==> config.mk <==
export PLATFORM = sky130hd
export DESIGN_NAME = pong_score_keeper
export DESIGN_NICKNAME = d
export VERILOG_FILES = /design/src/rtl/pong_score_keeper.sv
export SDC_FILE = /design/constraint.sdc
export NUM_CORES = 1
export LEC_CHECK = 0
export ABC_AREA = 1
export ABC_CLOCK_PERIOD_IN_PS = 1900
export CORE_MARGIN = 10
export CORE_UTILIZATION = 61
export DETAILED_ROUTE_END_ITERATION = 8
export GPL_TIMING_DRIVEN = 0
export PLACE_DENSITY = 0.83
export SYNTH_ARGS = -nofsm -noshare
export SYNTH_HDL_FRONTEND = slang
export SYNTH_SLANG_ARGS = --single-unit
export TNS_END_PERCENT = 1
==> constraint.sdc <==
create_clock -name CLK -period 1.9 [get_ports CLK]
set_input_delay 0.38 -clock CLK [delete_from_list [all_inputs] [get_ports CLK]]
set_output_delay 0.38 -clock CLK [all_outputs]
set_load 0.005 [all_outputs]
==> src/rtl/pong_score_keeper.sv <==
// pong_score_keeper
//   Turns goal events from the ball/collision logic into two 4-bit scores
//   for the 7-segment stage. It also sequences the post-goal serve pause,
//   detects the end of the game and accepts a debounced new-game button.
//
// Ports
//   CLK, RST_N          system clock; asynchronous active-low reset
//   p1_goal, p2_goal    goal levels (synchronous); only the rising edge counts
//   new_game            raw asynchronous push-button, active-high
//   p1_score, p2_score  scores, 0..WIN_SCORE, stable between goals
//   serve_req           one-cycle pulse that launches the ball
//   serve_dir           next serve direction: 0 toward p1, 1 toward p2
//   game_over           high while the game is finished
//   winner              00 none, 01 player 1, 10 player 2
module pong_score_keeper #(
  parameter int unsigned WIN_SCORE       = 9,
  parameter int unsigned SERVE_DELAY     = 50_000_000,
  parameter int unsigned DEBOUNCE_CYCLES = 500_000
) (
  input  logic       CLK,
  input  logic       RST_N,
  input  logic       p1_goal,
  input  logic       p2_goal,
  input  logic       new_game,
  output logic [3:0] p1_score,
  output logic [3:0] p2_score,
  output logic       serve_req,
  output logic       serve_dir,
  output logic       game_over,
  output logic [1:0] winner
);

  localparam int unsigned PW = $clog2(SERVE_DELAY + 1);
  localparam int unsigned DW = $clog2(DEBOUNCE_CYCLES + 1);

  localparam logic [PW-1:0] PAUSE_FIRST = PW'(1);
  localparam logic [PW-1:0] PAUSE_LAST  = PW'(SERVE_DELAY);
  localparam logic [DW-1:0] DEB_LAST    = DW'(DEBOUNCE_CYCLES - 1);
  localparam logic [3:0]    WIN         = 4'(WIN_SCORE);

  typedef enum logic [1:0] {
    HOLD = 2'd0,
    PLAY = 2'd1,
    OVER = 2'd2
  } state_e;

  state_e          state_q, state_d;
  logic [PW-1:0]   pause_q, pause_d;
  logic [3:0]      p1_score_q, p1_score_d;
  logic [3:0]      p2_score_q, p2_score_d;
  logic            serve_req_q, serve_req_d;
  logic            serve_dir_q, serve_dir_d;
  logic [1:0]      winner_q, winner_d;

  logic            p1_goal_q, p2_goal_q;
  logic            ng_sync1_q, ng_sync2_q;
  logic            ng_filt_q, ng_filt_d;
  logic            ng_prev_q;
  logic [DW-1:0]   deb_q, deb_d;

  logic            p1_edge, p2_edge, ng_clear, pause_done;
  logic [3:0]      p1_inc, p2_inc;

  assign p1_edge    = p1_goal & ~p1_goal_q;
  assign p2_edge    = p2_goal & ~p2_goal_q;
  assign ng_clear   = ng_filt_q & ~ng_prev_q;
  assign pause_done = (pause_q == PAUSE_LAST);
  assign p1_inc     = p1_score_q + 4'd1;
  assign p2_inc     = p2_score_q + 4'd1;

  // Debounce: the filtered level follows the synchronised button only after
  // DEBOUNCE_CYCLES consecutive samples that disagree with it.
  always_comb begin
    ng_filt_d = ng_filt_q;
    deb_d     = '0;
    if (ng_sync2_q != ng_filt_q) begin
      if (deb_q == DEB_LAST) begin
        ng_filt_d = ng_sync2_q;
      end else begin
        deb_d = deb_q + 1'b1;
      end
    end
  end

  // State register plus all other flops
  always_ff @(posedge CLK or negedge RST_N) begin
    if (!RST_N) begin
      state_q     <= HOLD;
      pause_q     <= '0;
      p1_score_q  <= '0;
      p2_score_q  <= '0;
      serve_req_q <= 1'b0;
      serve_dir_q <= 1'b0;
      winner_q    <= '0;
      p1_goal_q   <= 1'b0;
      p2_goal_q   <= 1'b0;
      ng_sync1_q  <= 1'b0;
      ng_sync2_q  <= 1'b0;
      ng_filt_q   <= 1'b0;
      ng_prev_q   <= 1'b0;
      deb_q       <= '0;
    end else begin
      state_q     <= state_d;
      pause_q     <= pause_d;
      p1_score_q  <= p1_score_d;
      p2_score_q  <= p2_score_d;
      serve_req_q <= serve_req_d;
      serve_dir_q <= serve_dir_d;
      winner_q    <= winner_d;
      p1_goal_q   <= p1_goal;
      p2_goal_q   <= p2_goal;
      ng_sync1_q  <= new_game;
      ng_sync2_q  <= ng_sync1_q;
      ng_filt_q   <= ng_filt_d;
      ng_prev_q   <= ng_filt_q;
      deb_q       <= deb_d;
    end
  end

  // Next-state logic
  always_comb begin
    state_d = state_q;
    if (ng_clear) begin
      state_d = HOLD;
    end else begin
      case (state_q)
        HOLD: if (pause_done) state_d = PLAY;
        PLAY: begin
          // Simultaneous edges are a collision-logic fault: neither counts
          if (p1_edge && !p2_edge) begin
            state_d = (p1_inc == WIN) ? OVER : HOLD;
          end else if (p2_edge && !p1_edge) begin
            state_d = (p2_inc == WIN) ? OVER : HOLD;
          end
        end
        OVER:    state_d = OVER;
        default: state_d = HOLD;
      endcase
    end
  end

  // Output / datapath logic.
  // Entering HOLD loads the pause counter with 1 so the serve fires
  // SERVE_DELAY edges later; the reset value of 0 pushes the first serve
  // after reset to SERVE_DELAY edges after the first active edge.
  always_comb begin
    pause_d     = pause_q;
    p1_score_d  = p1_score_q;
    p2_score_d  = p2_score_q;
    serve_req_d = 1'b0;
    serve_dir_d = serve_dir_q;
    winner_d    = winner_q;
    if (ng_clear) begin
      p1_score_d  = '0;
      p2_score_d  = '0;
      serve_dir_d = 1'b0;
      winner_d    = '0;
      pause_d     = PAUSE_FIRST;
    end else begin
      case (state_q)
        HOLD: begin
          if (pause_done) serve_req_d = 1'b1;
          else            pause_d     = pause_q + 1'b1;
        end
        PLAY: begin
          if (p1_edge && !p2_edge) begin
            p1_score_d  = p1_inc;
            serve_dir_d = 1'b1;
            if (p1_inc == WIN) winner_d = 2'b01;
            else               pause_d  = PAUSE_FIRST;
          end else if (p2_edge && !p1_edge) begin
            p2_score_d  = p2_inc;
            serve_dir_d = 1'b0;
            if (p2_inc == WIN) winner_d = 2'b10;
            else               pause_d  = PAUSE_FIRST;
          end
        end
        default: ;
      endcase
    end
  end

  assign p1_score  = p1_score_q;
  assign p2_score  = p2_score_q;
  assign serve_req = serve_req_q;
  assign serve_dir = serve_dir_q;
  assign game_over = (state_q == OVER);
  assign winner    = winner_q;

endmodule

==> results of run 1 <==
power by group through the flow:
stage | clock network [mW] | registers (mW) | logic, mW
finish | 1.35 | 1.73 | 0.802
global placement | 0 | 1.74 | 0.735
floorplan | 0 | 1.70 | 0.521
detailed placement | 0 | 1.74 | 0.764
CTS | 1.37 | 1.72 | 0.774
global route | 1.42 | 1.75 | 0.928
routing by layer:
metal / up-vias / routed length, um / track usage (%)
met1: 1778 / 4202 / 23.85
met2: 109 / 4593 / 31.66
met3: 17 / 567 / 5.128
met4: 0 / 155 / 6.508
met5: - / 0 / 0
li1: 1922 / - / -
worst max-delay path: stages, from the launching register on:
cell and delay, ns:
dfrtp_2 0.44, ha_1 0.22, nand2_1 0.07, nand2_1 0.07, nor2_2 0.14, nand3_1 0.15
a21oi_2 0.24, nor2_4 0.10, buf_6 0.15, nand2_1 0.06, nand2_1 0.05
cell usage after synthesis (all sizes together):
cell / count / area share [%]
nand2: 213 / 20
xor2: 9 / 1.9
inv: 71 / 6.5
a31oi: 1 / 0.15
dfrtp: 65 / 40
or2: 2 / 0.31
xnor2: 2 / 0.43
nand3: 39 / 5.1
buf: 7 / 1.5
a211oi: 2 / 0.37
ha: 7 / 2.1
mux2: 1 / 0.28
clkinv: 2 / 0.18
nand3b: 2 / 0.67
nor2: 108 / 12
a21oi: 12 / 1.8
nand4: 16 / 2.6
nor3b: 4 / 0.86
o21a: 2 / 0.37
nor3: 12 / 1.6
o21ai: 17 / 2.1
state kept, by name (all words and copies together), names as in the netlist:
signal      flops
p1_score        4
p2_goal_q       1
ng_filt_q       1
serve_req       1
state_q         2
deb_q          19
winner          2
p1_goal_q       1
ng_sync2_q      1
pause_q        26
p2_score        4
ng_sync1_q      1
serve_dir       1
ng_prev_q       1
kinds of logic after synthesis:
family,count (synthesis),synth area share (%)
adders and majority gates,7,2.140
muxes,1,0.2751
DFF,65,39.74
AOI/OAI and AO/OA,34,4.800
buffers and inverters,80,8.163
xor gates and xnor gates,11,2.354
and+or+nand+nor,396,42.52
area by class of cell:
| cell class | instances | area (um^2) | area share, % |
|---|---|---|---|
| plain buffers | 7 | 65.06 | 1.397 |
| repair buffers | 21 | 200.2 | 4.298 |
| clock inverters | 5 | 77.57 | 1.665 |
| inverters | 73 | 274.0 | 5.882 |
| flip-flops and latches | 65 | 1629 | 34.97 |
| clock buffers | 11 | 151.4 | 3.250 |
| well taps | 77 | 96.34 | 2.068 |
| multi-input cells | 449 | 2165 | 46.47 |
through the flow:
stage	cell area, um^2	setup slack, ns	util [%]
2_1_floorplan	4093	0.3021	-
3_3_place_gp	4359	-1.609	67.87
3_5_place_dp	4357	-0.2742	67.84
4_1_cts	4586	0.04500	71.40
5_1_grt	4658	0.001224	72.53
6_report	4658	0.1114	72.53
what timing repair did:
action	4_1_cts	5_1_grt
hold endpoints to repair	0	0
buffers inserted	0	4
endpoints found under the setup margin	0	29
gates resized for setup	0	15
worst min-delay path by stage:
stage,from,cells after the start,slack (ns),to
6_report,RST_N,1,0.11,p2_score[1]$_DFFE_PN0P_
5_1_grt,RST_N,1,0.18,p2_score[3]$_DFFE_PN0P_
4_1_cts,RST_N,1,0.15,p2_score[3]$_DFFE_PN0P_
3_5_place_dp,ng_sync1_q$_DFF_PN0_,0,0.34,ng_sync2_q$_DFF_PN0_
3_3_place_gp,ng_sync1_q$_DFF_PN0_,0,0.34,ng_sync2_q$_DFF_PN0_
2_1_floorplan,RST_N,0,0.08,deb_q[0]$_DFF_PN0_
==> run metrics, run 1 <==
run status=complete, no violations; RSZ-0062 raised after global routing=no; maximum clock path buffer count=2; maximum vdd drop=0.0004198 V; vias per inst=5.404; min Tclk post-route=around 1.8 ns; Data required, critical path=2.14 ns; setup TNS=0 ns; clock skew=around 0.0076 ns; core area=6422 um^2; Vias=3826; fin crit share=94.14%; die height=roughly 100 um; DIE AREA=10390 um^2; placed cell count=688; worst setup path end=pause_q[13]$_DFFE_PN0P_; critical path arrival=2.03 ns; Chip Width=101.9 um; most common cell after layout, fill and taps aside=nand2_1; startpoint type of the worst setup path=flop; initial DRC count=just over 200; NetSw=1.215 mW; hold buffers post-CTS=0; Final Max Slew Viols=0; Slew @ Worst Pin=0.8005 ns; Logic pwr share=20.6%; Sw Ratio=31.28%; Crit Path Category=flop to flop; site row count=29; endpoints failing hold=0; CTS Root Cell=clkbuf_8; reg2reg start=p2_score[0]$_DFFE_PN0P_; FILL cells=517; CTS HTree Levels=3; synthesized flop and latch total=65; Tightest Hold Check Type=primary input to async pin; Yosys cell types=36; IO Count=18; count of input and output buffers=17; Worst Reg-to-Reg Cells=10; yosys warns=0; global-route wire length before repair=around 16 mm; clk_lat worst skew=0.35 ns; WL final=9.519 mm; Crit Path Max Fanout=10; Final nets=approximately 640; synth-to-layout area growth=13.82%; Crit. Startpoint=p2_score[0]$_DFFE_PN0P_; dpl hpwl=roughly 6.6 mm; clk sinks=65; DR pass1 iterations=5; worst reg2reg setup slack=~0.11 ns; DR WL/cell=roughly 13 um; Post-Syn Area per Cell=6.890 um^2; syn_nets=606; f_max=0.5591 GHz; Leak=roughly 2.3 nW; most frequent cells in the layout=nand2_1 (209), nor2_1 (93), inv_1 (66); PD cells=833.7 nW/um^2; initial antenna violation count=0; Inserted Clock Buffers=9; GRT overflow=0; ant diodes=0; Final setup viols=0; Clock Pin Slew Worst Setup and Hold Paths=about 0.07 ns; vias in the first global route=3627; Worst slew margin=46.63%; Max Cap Violations=0; final cell count without fillers=708; Power, Total=3.884 mW; Critical R2R Capture=pause_q[13]$_DFFE_PN0P_; Internal=2.669 mW; hold slack=~0.11 ns; Initial Utilization=63.72%; mapped cell area=4093 um^2; CTS tree=built; DR DRC count=0; share of post-route cells with drive strength above 1=10.62%; Clock power frac=between 30% and 40%; sequential area share after synthesis=around 40%; Detail Route Antenna Nets=0; Final Wtd Congestion=0.9213; CP endpoint kind=flop; maximum number of pins on one net before global-route repair=66; gr usage total=19.17%; Reg power frac=44.5%; Gate Count Post-Synth=594
No activity file was read; power rests on OpenSTA's default activity.
==> run 2: changes to the inputs <==
--- a/config.mk
+++ b/config.mk
@@ -11,6 +11,7 @@
 export CORE_UTILIZATION = 61
 export DETAILED_ROUTE_END_ITERATION = 8
 export GPL_TIMING_DRIVEN = 0
+export HOLD_SLACK_MARGIN = 0.06
 export PLACE_DENSITY = 0.83
 export SYNTH_ARGS = -nofsm -noshare
 export SYNTH_HDL_FRONTEND = slang
==> results of run 2 <==
Final layout, timing and power as in run 1 (identical DEF).
